### src/rtl/sdram_arb_pkg.sv
// Shared types and constants for the SDRAM port arbiter.
//   state_t  : arbiter FSM states
//   gnt_t    : grant / owner encodings shared with the grant output
//   wcmd_t   : write qualifier, write data and byte enables of one command
//   ADDR_W_DEF, DATA_W, BSEL_W : default and fixed field widths
package sdram_arb_pkg;

  localparam int unsigned ADDR_W_DEF = 24;
  localparam int unsigned DATA_W     = 16;
  localparam int unsigned BSEL_W     = 2;

  typedef enum logic [1:0] {
    IDLE = 2'd0,
    BUSY = 2'd1,
    DONE = 2'd2
  } state_t;

  typedef enum logic [1:0] {
    GNT_NONE = 2'd0,
    GNT_VID  = 2'd1,
    GNT_CPU  = 2'd2,
    GNT_AUX  = 2'd3
  } gnt_t;

  typedef struct packed {
    logic              wr;
    logic [DATA_W-1:0] wdata;
    logic [BSEL_W-1:0] bytesel;
  } wcmd_t;

endpackage

### src/rtl/sdram_arb_agecnt.sv
// CPU starvation counter used by the arbiter when SDRAM_ARB_AGE_EN is defined.
//   clk, reset : clock and asynchronous active-high reset
//   cpu_req    : CPU request level
//   cpu_gnt    : CPU is being granted or currently owns the SDRAM
//   aged_c     : CPU has waited at least AGE_LIMIT cycles (decoded from the counter)
module sdram_arb_agecnt
  #(parameter int unsigned AGE_LIMIT = 32)
  (
    input  logic clk,
    input  logic reset,
    input  logic cpu_req,
    input  logic cpu_gnt,
    output logic aged_c
  );

  localparam int unsigned CNT_W = $clog2(AGE_LIMIT + 1);

  logic [CNT_W-1:0] cnt;

  // Count waiting cycles, saturating at the limit so it never wraps back to zero.
  always_ff @(posedge clk or posedge reset) begin
    if (reset) begin
      cnt <= '0;
    end else if (cpu_gnt) begin
      cnt <= '0;
    end else if (cpu_req && (cnt != CNT_W'(AGE_LIMIT))) begin
      cnt <= cnt + CNT_W'(1);
    end
  end

  assign aged_c = (cnt >= CNT_W'(AGE_LIMIT));

endmodule

### src/rtl/sdram_port_arbiter.sv
// Three-port arbiter (video refill, CPU, aux DMA) in front of a single SDRAM
// controller. One transaction at a time: IDLE picks a winner and registers its
// command, BUSY holds it until mem_ack, DONE pulses the owner's ack.
// Optional macro SDRAM_ARB_AGE_EN lets a starved CPU beat video for one grant.
//   clk, reset                  : clock, asynchronous active-high reset
//   vid_req/vid_addr/vid_ack    : video read port
//   cpu_* / aux_*               : read/write ports (req, wr, addr, wdata, bytesel, ack)
//   rdata                       : read data captured at mem_ack
//   mem_req/mem_wr/mem_addr/mem_wdata/mem_bytesel : registered command to the controller
//   mem_ack/mem_rdata           : controller completion and read data
//   grant                       : current owner (0 none, 1 video, 2 CPU, 3 aux)
module sdram_port_arbiter
  import sdram_arb_pkg::*;
  #(
    parameter int unsigned ADDR_W    = ADDR_W_DEF,
    parameter int unsigned AGE_LIMIT = 32
  )
  (
    input  logic              clk,
    input  logic              reset,
    input  logic              vid_req,
    input  logic [ADDR_W-1:0] vid_addr,
    output logic              vid_ack,
    input  logic              cpu_req,
    input  logic              cpu_wr,
    input  logic [ADDR_W-1:0] cpu_addr,
    input  logic [15:0]       cpu_wdata,
    input  logic [1:0]        cpu_bytesel,
    output logic              cpu_ack,
    input  logic              aux_req,
    input  logic              aux_wr,
    input  logic [ADDR_W-1:0] aux_addr,
    input  logic [15:0]       aux_wdata,
    input  logic [1:0]        aux_bytesel,
    output logic              aux_ack,
    output logic [15:0]       rdata,
    output logic              mem_req,
    output logic              mem_wr,
    output logic [ADDR_W-1:0] mem_addr,
    output logic [15:0]       mem_wdata,
    output logic [1:0]        mem_bytesel,
    input  logic              mem_ack,
    input  logic [15:0]       mem_rdata,
    output logic [1:0]        grant
  );

  // A zero limit would let the CPU override video on every grant.
  if (AGE_LIMIT == 0) begin : g_age_limit_check
    $error("sdram_port_arbiter: AGE_LIMIT must be at least 1");
  end

  state_t            state_q, state_n;
  gnt_t              grant_q, grant_n;
  logic              mem_req_q, mem_req_n;
  logic [ADDR_W-1:0] addr_q, addr_n;
  wcmd_t             cmd_q, cmd_n;
  logic [DATA_W-1:0] rdata_q, rdata_n;
  logic              vid_ack_q, vid_ack_n;
  logic              cpu_ack_q, cpu_ack_n;
  logic              aux_ack_q, aux_ack_n;
  logic              rr_aux_q, rr_aux_n;   // 0: CPU wins a CPU/aux tie, 1: aux wins
  gnt_t              win_c;
  logic              age_win_c;

`ifdef SDRAM_ARB_AGE_EN
  logic cpu_gnt_c;
  logic aged_c;

  assign cpu_gnt_c = ((state_q == IDLE) && (win_c == GNT_CPU)) || (grant_q == GNT_CPU);

  sdram_arb_agecnt #(.AGE_LIMIT(AGE_LIMIT)) u_agecnt (
    .clk     (clk),
    .reset   (reset),
    .cpu_req (cpu_req),
    .cpu_gnt (cpu_gnt_c),
    .aged_c  (aged_c)
  );

  assign age_win_c = aged_c & cpu_req;
`else
  assign age_win_c = 1'b0;
`endif

  // Winner selection: aged CPU, then video, then CPU/aux by round-robin pointer.
  always_comb begin
    win_c = GNT_NONE;
    if (age_win_c) begin
      win_c = GNT_CPU;
    end else if (vid_req) begin
      win_c = GNT_VID;
    end else if (cpu_req && aux_req) begin
      win_c = rr_aux_q ? GNT_AUX : GNT_CPU;
    end else if (cpu_req) begin
      win_c = GNT_CPU;
    end else if (aux_req) begin
      win_c = GNT_AUX;
    end
  end

  // Next-state and registered-output logic.
  always_comb begin
    state_n   = state_q;
    grant_n   = grant_q;
    mem_req_n = mem_req_q;
    addr_n    = addr_q;
    cmd_n     = cmd_q;
    rdata_n   = rdata_q;
    vid_ack_n = 1'b0;
    cpu_ack_n = 1'b0;
    aux_ack_n = 1'b0;
    rr_aux_n  = rr_aux_q;

    unique case (state_q)
      IDLE: begin
        if (win_c != GNT_NONE) begin
          state_n   = BUSY;
          grant_n   = win_c;
          mem_req_n = 1'b1;
          unique case (win_c)
            GNT_VID: begin
              addr_n        = vid_addr;
              cmd_n.wr      = 1'b0;
              cmd_n.bytesel = 2'b11;
            end
            GNT_CPU: begin
              addr_n = cpu_addr;
              cmd_n  = '{wr: cpu_wr, wdata: cpu_wdata, bytesel: cpu_bytesel};
            end
            GNT_AUX: begin
              addr_n = aux_addr;
              cmd_n  = '{wr: aux_wr, wdata: aux_wdata, bytesel: aux_bytesel};
            end
            default: ;
          endcase
        end
      end
      BUSY: begin
        if (mem_ack) begin
          state_n   = DONE;
          mem_req_n = 1'b0;
          rdata_n   = mem_rdata;
          unique case (grant_q)
            GNT_VID: vid_ack_n = 1'b1;
            GNT_CPU: begin
              cpu_ack_n = 1'b1;
              rr_aux_n  = ~rr_aux_q;
            end
            GNT_AUX: begin
              aux_ack_n = 1'b1;
              rr_aux_n  = ~rr_aux_q;
            end
            default: ;
          endcase
        end
      end
      DONE: begin
        // Requests are ignored here so a port dropping req on its ack is never re-granted.
        state_n = IDLE;
        grant_n = GNT_NONE;
      end
      default: begin
        state_n   = IDLE;
        grant_n   = GNT_NONE;
        mem_req_n = 1'b0;
      end
    endcase
  end

  always_ff @(posedge clk or posedge reset) begin
    if (reset) begin
      state_q   <= IDLE;
      grant_q   <= GNT_NONE;
      mem_req_q <= 1'b0;
      addr_q    <= '0;
      cmd_q     <= '0;
      rdata_q   <= '0;
      vid_ack_q <= 1'b0;
      cpu_ack_q <= 1'b0;
      aux_ack_q <= 1'b0;
      rr_aux_q  <= 1'b0;
    end else begin
      state_q   <= state_n;
      grant_q   <= grant_n;
      mem_req_q <= mem_req_n;
      addr_q    <= addr_n;
      cmd_q     <= cmd_n;
      rdata_q   <= rdata_n;
      vid_ack_q <= vid_ack_n;
      cpu_ack_q <= cpu_ack_n;
      aux_ack_q <= aux_ack_n;
      rr_aux_q  <= rr_aux_n;
    end
  end

  assign grant       = grant_q;
  assign mem_req     = mem_req_q;
  assign mem_wr      = cmd_q.wr;
  assign mem_addr    = addr_q;
  assign mem_wdata   = cmd_q.wdata;
  assign mem_bytesel = cmd_q.bytesel;
  assign rdata       = rdata_q;
  assign vid_ack     = vid_ack_q;
  assign cpu_ack     = cpu_ack_q;
  assign aux_ack     = aux_ack_q;

endmodule

### config.mk
export PLATFORM = sky130hd
export DESIGN_NAME = sdram_port_arbiter
export DESIGN_NICKNAME = d
export VERILOG_FILES = /design/src/rtl/sdram_arb_pkg.sv /design/src/rtl/sdram_arb_agecnt.sv /design/src/rtl/sdram_port_arbiter.sv
export SDC_FILE = /design/constraint.sdc
export NUM_CORES = 1
export LEC_CHECK = 0
export CAP_MARGIN = 30
export CORE_MARGIN = 4
export CORE_UTILIZATION = 35
export CTS_BUF_LIST = sky130_fd_sc_hd__clkbuf_4
export DETAILED_ROUTE_END_ITERATION = 8
export DONT_BUFFER_PORTS = 1
export PLACE_DENSITY_LB_ADDON = 0.12
export SYNTH_ARGS = -nofsm -noshare
export SYNTH_HDL_FRONTEND = slang
export SYNTH_SLANG_ARGS = --single-unit
### constraint.sdc
create_clock -name clk -period 1.84 [get_ports clk]
set_input_delay 0.184 -clock clk [delete_from_list [all_inputs] [get_ports clk]]
set_output_delay 0.184 -clock clk [all_outputs]
set_load 0.02 [all_outputs]
# Word level (Yosys, flattened, before mapping)
# Index checks and enable logic that the tools add are counted.
# totals
ff_bits	68
inputBits	132
output_inout_bits	65
wordCells	64
# op_classes
n_eq_ne	10
mux	26
n_bitwise	3
n_reduce_logical	13
# op_table
cell	n
case mux 24 bit (3 select lines)	1
case mux 16 bit (2 select lines)	1
two-way mux 2 bit	7
two-way mux 1 bit	12
AND reduction 3 bit	4
== test 2 bit, second input constant	5
case mux 2 bit (2 select lines)	2
== test 2 x 1 -> 1 bit, second input constant	3
case mux 1 bit (3 select lines)	2
case mux 2 bit (3 select lines)	1
AND reduction 2 bit	3
inequality test 2 bit, second input constant	2
nonzero test 2 bit	2
inverter 1 bit	3
nonzero test 3 bit	1
zero test 2 bit	1
OR reduction 2 bit	1
logical AND 1 bit	1

# Longest topological paths before layout
# Gate-level depths: netlist of the first run.
# depth
ltp_word	7
ltp_mapped	8
mapped_depth_nobuf	5

# Least setup slack after synthesis of the first run
# No wires, ideal clock.
# synth_timing
path_type	register -> register
from	register rr_aux_q
to	register cmd_q (netlist bit mem_wr)
arrival_ns	1.200
required_time_ns	1.703
setup_slack_ns	0.503
stages_incl_launch_ff	6
n_path_buf	2
synth_period_minus_slack_ns	1.337
cell_sequence	dfrtp_1 > o211a_1 > buf_4 > buf_4 > a22oi_1 > a21oi_1
# synth_between
elab_chain_len	6
# synth_rtl
item	line_no	rtl
start: declaration	sdram_port_arbiter.sv:61	logic rr_aux_q, rr_aux_n;
start signal: assignment	sdram_port_arbiter.sv:191	rr_aux_q <= rr_aux_n;
two-way mux 1 bit *	sdram_port_arbiter.sv:92	win_c = rr_aux_q ? GNT_AUX : GNT_CPU;
two-way mux 2 bit *	sdram_port_arbiter.sv:91	end else if (cpu_req && aux_req) begin
two-way mux 2 bit *	sdram_port_arbiter.sv:89	end else if (vid_req) begin
== test 2 bit / == test 2 x 1 -> 1 bit (equally long branches)	sdram_port_arbiter.sv:119	unique case (win_c)
nonzero test 3 bit (no source line)	-	
AND reduction 3 bit (no source line)	-	
end signal: assignment	sdram_port_arbiter.sv:186	cmd_q <= cmd_n;
end: declaration	sdram_port_arbiter.sv:56	wcmd_t cmd_q, cmd_n;
# Every way passes the cells marked *; elsewhere a longest branch is shown, timed or not.
# A chain may end at the register's enable or synchronous reset.

# Final worst setup path of the first run
# layout_timing
from	register rr_aux_q
to	register addr_q[6], in the netlist mem_addr[6]
# layout_between
elab_chain_len	6
# layout_rtl
item	line_no	rtl
two-way mux 1 bit *	sdram_port_arbiter.sv:92	
two-way mux 2 bit *	sdram_port_arbiter.sv:91	
two-way mux 2 bit *	sdram_port_arbiter.sv:89	
== test 2 bit / == test 2 x 1 -> 1 bit (equally long branches)	sdram_port_arbiter.sv:119	
nonzero test 3 bit (no source line)	-	
AND reduction 3 bit (no source line)	-	
end signal: assignment	sdram_port_arbiter.sv:185	addr_q <= addr_n;
end: declaration	sdram_port_arbiter.sv:55	logic [ADDR_W-1:0] addr_q, addr_n;
# Marks and branches as above.

==> results of run 1 <==
[layout by cell type, fill, tap and decap left out, drive strengths merged, types with 2 or more instances in the layout]
cell / n
nand2b: 2
dfrtp: 68
clkbuf: 10
nor3: 4
a31oi: 23
inv: 10
a21oi: 3
clkinv: 2
dlygate4sd3: 79
mux2i: 16
mux2: 2
clkinvlp: 3
o21ai: 19
nor2: 29
nand2: 89
a22oi: 26
buf: 10
[sequential cells by signal (all words and copies together), names as in the netlist]
register / count
rr_aux_q: 1
mem_bytesel: 2
vid_ack: 1
grant: 2
mem_req: 1
mem_wdata: 16
rdata: 16
cpu_ack: 1
aux_ack: 1
state_q: 2
mem_addr: 24
mem_wr: 1
[through the flow]
stage	utilization (%)	setup slack, ns
2_1_floorplan	-	0.5029
3_3_place_gp	38.32	0.3726
3_5_place_dp	38.32	0.3305
4_1_cts	49.29	0.3061
5_1_grt	49.29	0.2083
6_report	49.32	0.3116
[power groups by stage]
stage | Combinational, W | Clock [W] | Sequential [W]
final | 0.00121 | 0.000935 | 0.00342
after global routing | 0.00139 | 0.00105 | 0.00351
after CTS | 0.00121 | 0.000989 | 0.00344
after detailed placement | 0.00108 | 0 | 0.00346
after global placement | 0.00104 | 0 | 0.00346
after floorplan | 0.000893 | 0 | 0.00328
[cell type report]
class | instances | area [µm²] | area share (%)
tap | 105 | 131.4 | 3.178
sequential | 68 | 1702 | 41.16
clock buffer | 10 | 75.07 | 1.816
clock inverter | 5 | 53.80 | 1.301
multi-input combinational | 222 | 1209 | 29.24
antenna | 1 | 2.502 | 0.06053
timing repair buffer | 89 | 915.9 | 22.15
inverter | 11 | 45.04 | 1.090
[critical path: cells and delay by family (launching register included)]
kind	cells	cell delay (ns)
DFF	1	0.46
buffers and inverters	1	0.21
AOI/OAI and AO/OA	3	0.73
[cell usage after synthesis]
master	instances	share of area (%)
xnor2_1	1	0.28
mux2_2	2	0.73
a211oi_4	1	0.65
a31oi_1	23	4.7
nor2_1	29	3.5
buf_4	5	1.2
nor3_1	3	0.49
nor3_4	1	0.53
o21ai_1	17	2.8
a21o_1	1	0.24
buf_2	7	1.1
o21ai_0	2	0.32
buf_6	3	1.1
a222oi_1	1	0.32
a221oi_1	1	0.28
or2_1	1	0.20
nand2b_1	2	0.41
dfrtp_1	68	55
inv_1	9	1.1
mux2i_1	16	5.2
nand2_1	89	11
o41ai_1	1	0.28
o211a_1	1	0.32
o22ai_1	1	0.20
a21oi_1	3	0.49
a22oi_1	26	6.3
inv_2	2	0.24
clkbuf_1	7	0.85
[per-layer routing]
metal  vias up  track usage (%)
li1       1261                -
met1      1212            18.41
met2       133            29.63
met3         8            6.826
met4         0            4.238
met5         -                0
[path summary, 6_finish.rpt]
| path | endpoint | depth (start not counted) | startpoint | slack, ns |
|---|---|---|---|---|
| hold / removal | mem_addr[23] | 2 | aux_addr[23] | 0.03 |
| max in group asynchronous | mem_addr[12] | 3 | reset | 1.19 |
| setup / recovery | mem_addr[6] | 4 | rr_aux_q | 0.31 |
| hold reg to reg | rr_aux_q | 1 | rr_aux_q | 0.58 |
| setup reg to reg | mem_addr[6] | 4 | rr_aux_q | 0.31 |
| min in group asynchronous | mem_addr[4] | 3 | reset | 0.35 |
[kinds of logic (layout without fill, tap and decap cells)]
| family | after synthesis | after routing | synth area share (%) |
|---|---|---|---|
| other cells | 0 | 1 | 0 |
| buf+inv | 33 | 115 | 5.646 |
| compound gates | 78 | 78 | 16.90 |
| xor+xnor | 1 | 1 | 0.2844 |
| mux | 18 | 18 | 5.930 |
| flops | 68 | 68 | 55.24 |
| simple gates | 125 | 125 | 16.00 |
==> run metrics, run 1 <==
longest individual stage delay on the worst path between 0.4 and 0.5 ns; top metal layer carrying routed signals met4; leakage component of the power roughly 1.8 nW; CP Max Fanout 22; met3 WL 1.047 mm; vias after detailed routing 2614; Pint roughly 0.0031 W; Seq pwr share ~60%; worst vdd rail ir drop 0.0006421 V; worst hold slack across all endpoints 0.03393 ns; net count of the finished layout between 500 and 600; clock latency on the worst-skew pair approximately 0.39 ns; post-placement cell area around 0.0032 mm²; post-layout instance count excluding filler cells 511; Critical Path End Type flop; CTS tree yes; number of core rows 33; category of the worst setup path launch point flop; post-detailed-route DRC marker count 0; routed vias/inst between 5 and 6; number of top-level pins 197; cts bufs inserted 9; wire length per cell after detailed routing about 18 µm; Clock Power Share 16.8%; critical path class flop to flop; Die Height about 100 µm; net switching power about 0.0024 W; effective utilization at floorplan 36.75%; horizontal extent of the die roughly 100 µm; Gate power share 21.7%; mean area per synthesized cell 9.537 µm²; distinct cell type count of the synthesized netlist 28; DRT iter0 DRCs about 100; via count of the first global-routing pass around 2700; cell area power density roughly 1300 mW/mm²; count of H-tree levels built during CTS 3; Synth Register Bits 68; cell with the largest stage delay on the worst path dfrtp_1; Met1 Routed Length roughly 3.4 mm; YS warnings 0; Clock Root Buffer clkbuf_4; relative slew slack between 50% and 60%; Slew Viols, Final 0; unrepaired setup endpoints after global routing false; Critical Path, Cell by Cell o211a_2 > buf_4 > a222oi_1 > a21oi_1; outcome finished clean; Longest Clk Path Bufs 2; Routed met2 length around 4.5 mm; overall power after layout around 0.0056 W; number of clock sinks 68; arrival time reported for the critical path endpoint 1.79 ns; Gate Count Post-Synth between 300 and 400; cts repair resizes 0; maximum number of pins on one net before global-route repair 69; DR pass1 iterations 4; maximum capacitance violations 0; area of the core ~0.0084 mm²; share of the yosys chip area belonging to registers between 50% and 60%; Die Footprint 0.01037 mm²; maximum clock frequency 654.3 MHz; Least-Margin Pin Slew between 0.6 and 0.7 ns; Filler Cell Count ~760; fraction of layout cells with a size suffix above 1 ~8.1%; hold buffer count at cts just under 80; DP Wirelength approximately 5.8 mm; Worst Hold Class input port to flop; net switching fraction of the power 43.82%; ANT nets after route 0; final critical-path share of the clock period ~83%; netlist area before placement slightly above 0.003 mm²; RePlAce Congestion between 0.6 and 0.7; clock-pin slew on the worst setup and hold paths between 0.1 and 0.15 ns; number of setup violations in the final report 0; Data required, critical path around 2.1 ns; combined global-route utilization of all metal layers ~17%; Port-buffer cells 0; Final Critical Period approximately 1.5 ns; setup tns final 0 ns; setup fix buffers added after clock tree synthesis 0; post-route cell area approximately 0.0041 mm²; Congestion Overflow GR 0; Area growth, synth to finish 34.20%; setup clock skew after layout about 0.013 ns; initial antenna violation count 0; wire length after detailed routing roughly 9.0 mm; dpl cells 416; global-route wire length before repair between 10 and 15 mm; Final Hold Fails 0; Post-Syn Nets approximately 460
No activity file was read; power rests on OpenSTA's default activity.
==> run 2, diff against run 1 <==
Clock period 1.84 ns to 1.48 ns, I/O delays scaled along.
==> run metrics, run 2 <==
cts bufs inserted 9; area share of the leading cell type in the synthesized netlist 55.24%; Post-Syn Nets around 460; Die Height ~100 µm; post-place setup slack 0.08284 ns; DP Wirelength 5.904 mm; leading area contributor after synthesis dfrtp_1; number of top-level pins between 150 and 200; commonest register cell after synthesis dfrtp_1; number of clock sinks 68; number of core rows 33; share of the yosys chip area belonging to registers 55.24%; most frequent cell after synthesis nand2_1; Err [ERROR RSZ-0060] Max buffer count reached.; stage reached clock tree synthesis (4_1_cts); hold buffer count at cts 101; top cells by instance count after synthesis nand2_1 (89), dfrtp_1 (68), nor2_1 (29); outcome stopped before the end; Longest Clk Path Bufs 2; Gate Count Post-Synth 323; Clock Root Buffer clkbuf_4; netlist area before placement a little over 0.003 mm²; Synth Register Bits 68; effective utilization at floorplan approximately 37%; Post-synth EDFFs 0; post-placement cell area 0.003287 mm²; YS warnings 0; RePlAce Congestion between 0.6 and 0.7; horizontal extent of the die about 100 µm; distinct cell type count of the synthesized netlist 28; count of H-tree levels built during CTS 3; mean area per synthesized cell 9.537 µm²; fraction of synthesis flops using an asynchronous set or reset pin 100.0%; setup fix buffers added after clock tree synthesis 0; cts repair resizes 0; Port-buffer cells 0; cells taking the most area after synthesis dfrtp_1 (55%), nand2_1 (11%), a22oi_1 (6.3%)
==> run 2: cells by family after synthesis <==
| family | Yosys count | synth area share (%) |
|---|---|---|
| AO/OA/AOI/OAI | 78 | 16.90 |
| multiplexers | 18 | 5.930 |
| XOR/XNOR | 1 | 0.2844 |
| AND/OR/NAND/NOR | 125 | 16.00 |
| buffers and inverters | 33 | 5.646 |
| flip-flops | 68 | 55.24 |
==> run 2: metrics by stage <==
| step | hold slack [ns] | util, % | cells |
|---|---|---|---|
| floorplan | 0.2534 | - | 323 |
| global placement | 0.1555 | 39.21 | 421 |
| detailed placement | 0.1541 | 39.21 | 421 |
==> run 3, diff against run 2 <==
Settings changed: CORE_UTILIZATION 35 to 20, CTS_BUF_LIST sky130_fd_sc_hd__clkbuf_4 to default, PLACE_DENSITY_LB_ADDON 0.12 to 0.15.
==> run metrics, run 3 (synthesized netlist as in run 1, its figures left out) <==
area of the core 0.01515 mm²; maximum number of pins on one net before global-route repair just under 70; via count of the first global-routing pass 2803; arrival time reported for the critical path endpoint approximately 1.6 ns; post-placement cell area ~0.0034 mm²; CTS tree yes; count of H-tree levels built during CTS 3; cell area power density between 1500 and 2000 mW/mm²; Slew Viols, Final 0; leading cell types in the layout, fill and taps excluded nand2_1 (89), dfrtp_1 (67), dlygate4sd3_1 (65); maximum clock frequency slightly above 700 MHz; ANT nets after route 0; number of clock sinks 68; post-layout instance count excluding filler cells roughly 590; Worst Hold Class input port to flop; number of top-level pins ~200; outcome finished clean; final critical-path setup slack between 0.08 and 0.09 ns; cts bufs inserted 9; Critical Path End Type flop; routed vias/inst between 4 and 5; Final Hold Fails 0; Final Critical Period between 1 and 1.5 ns; Least-Margin Pin Slew approximately 0.46 ns; Die Footprint approximately 0.017 mm²; Port-buffer cells 0; Die Height around 130 µm; Congestion Overflow GR 0; post-place setup slack 0.07915 ns; Pint between 0.005 and 0.006 W; DRT iter0 DRCs between 60 and 70; overall power after layout ~0.0084 W; relative slew slack just under 70%; DP Wirelength roughly 6.6 mm; Seq pwr share between 50% and 60%; combined global-route utilization of all metal layers a little under an eighth; most common cell after layout, fill and taps aside nand2_1; DR pass1 iterations 6; initial antenna violation count 0; clock-pin slew on the worst setup and hold paths ~0.06 ns; global-route wire length before repair approximately 15 mm; unrepaired setup endpoints after global routing true; critical path class flop to flop; Layout Utilization ~29%; worst vdd rail ir drop between 0.0006 and 0.0007 V; post-detailed-route DRC marker count 0; Longest Clk Path Bufs 2; Clock Root Buffer clkbuf_16; net switching power 0.003202 W; setup fix buffers added after clock tree synthesis 0; clock latency on the worst-skew pair 0.33 ns; Gate power share roughly a fifth; Area growth, synth to finish 42.57%; wire length after detailed routing 9.718 mm; number of core rows between 40 and 50; Clock Power Share around 30%; category of the worst setup path launch point flop; vias after detailed routing roughly 2600; maximum capacitance violations 0; wire length per cell after detailed routing approximately 17 µm; effective utilization at floorplan around 20%; Data required, critical path around 1.7 ns; Antenna Cells 0; horizontal extent of the die roughly 130 µm; fraction of layout cells with a size suffix above 1 approximately 11%; setup clock skew after layout roughly 0.0047 ns; final critical-path share of the clock period around 94%; dpl cells slightly above 500; net count of the finished layout 526; net switching fraction of the power a little under two fifths; leakage component of the power approximately 1.9 nW; post-route cell area around 0.0044 mm²; number of setup violations in the final report 0; RePlAce Congestion 0.7043; CP Max Fanout 6; Largest register FFs 24
-- run 3: repair_timing --
| action | 4_1_cts | 5_1_grt |
|---|---|---|
| gates resized for setup | 0 | 3 |
| endpoints found under the setup margin | 0 | 8 |
| hold buffers | 65 | 0 |
| endpoints found under the hold margin | 119 | 0 |
-- run 3: stage by stage --
stage	hold WS [ns]	TNS, ns
2_1_floorplan	0.2534	0
3_3_place_gp	0.1604	0
3_5_place_dp	0.1648	0
4_1_cts	0.001756	0
5_1_grt	0.01892	-0.005707
6_report	0.01449	0
-- run 3: area by class of cell --
| type | count | area, µm² |
|---|---|---|
| clock buffer | 12 | 256.5 |
| clock inverter | 4 | 95.09 |
| fill | 1582 | 10750 |
| inverter | 11 | 45.04 |
| multi-input combinational | 222 | 1212 |
| sequential | 68 | 1703 |
| tap | 188 | 235.2 |
| timing repair buffer | 82 | 844.6 |
-- run 3: path summary, 6_finish.rpt --
check                              from              to  slack [ns]  cells past startpoint
max reg2reg                    rr_aux_q  mem_bytesel[1]        0.09                      5
max in group asynchronous         reset   mem_wdata[15]        0.78                      3
min in group asynchronous         reset       rdata[11]        0.40                      3
min                        aux_wdata[0]    mem_wdata[0]        0.01                      2
min reg2reg                    rr_aux_q        rr_aux_q        0.59                      2
max                            rr_aux_q  mem_bytesel[1]        0.09                      5
-- run 3: power by group through the flow --
stage          registers (W)  logic (W)  clock network, W
2_1_floorplan        0.00407    0.00111                 0
3_3_place_gp         0.00429    0.00145                 0
3_5_place_dp         0.00427    0.00150                 0
4_1_cts              0.00425    0.00163           0.00264
5_1_grt              0.00433    0.00185           0.00272
6_report             0.00423    0.00159           0.00254
-- run 3: worst max-delay path: stages, from the launching register on --
cell	delay, ns
dfrtp_1	0.38
buf_4	0.15
a211oi_4	0.22
buf_4	0.19
a22oi_1	0.07
mux2_2	0.27
-- run 3: metal layers --
layer / routed length (µm) / track usage (%)
met5: 0 / 0
met4: 168 / 4.376
met3: 842 / 4.237
met2: 4792 / 19.44
met1: 3914 / 12.60
==> run 4, diff against run 3 <==
Settings changed: CTS_CLUSTER_SIZE from default to 16, SLEW_MARGIN from default to 15.
==> results of run 4 <==
Final layout, timing and power as in run 3 (identical DEF).
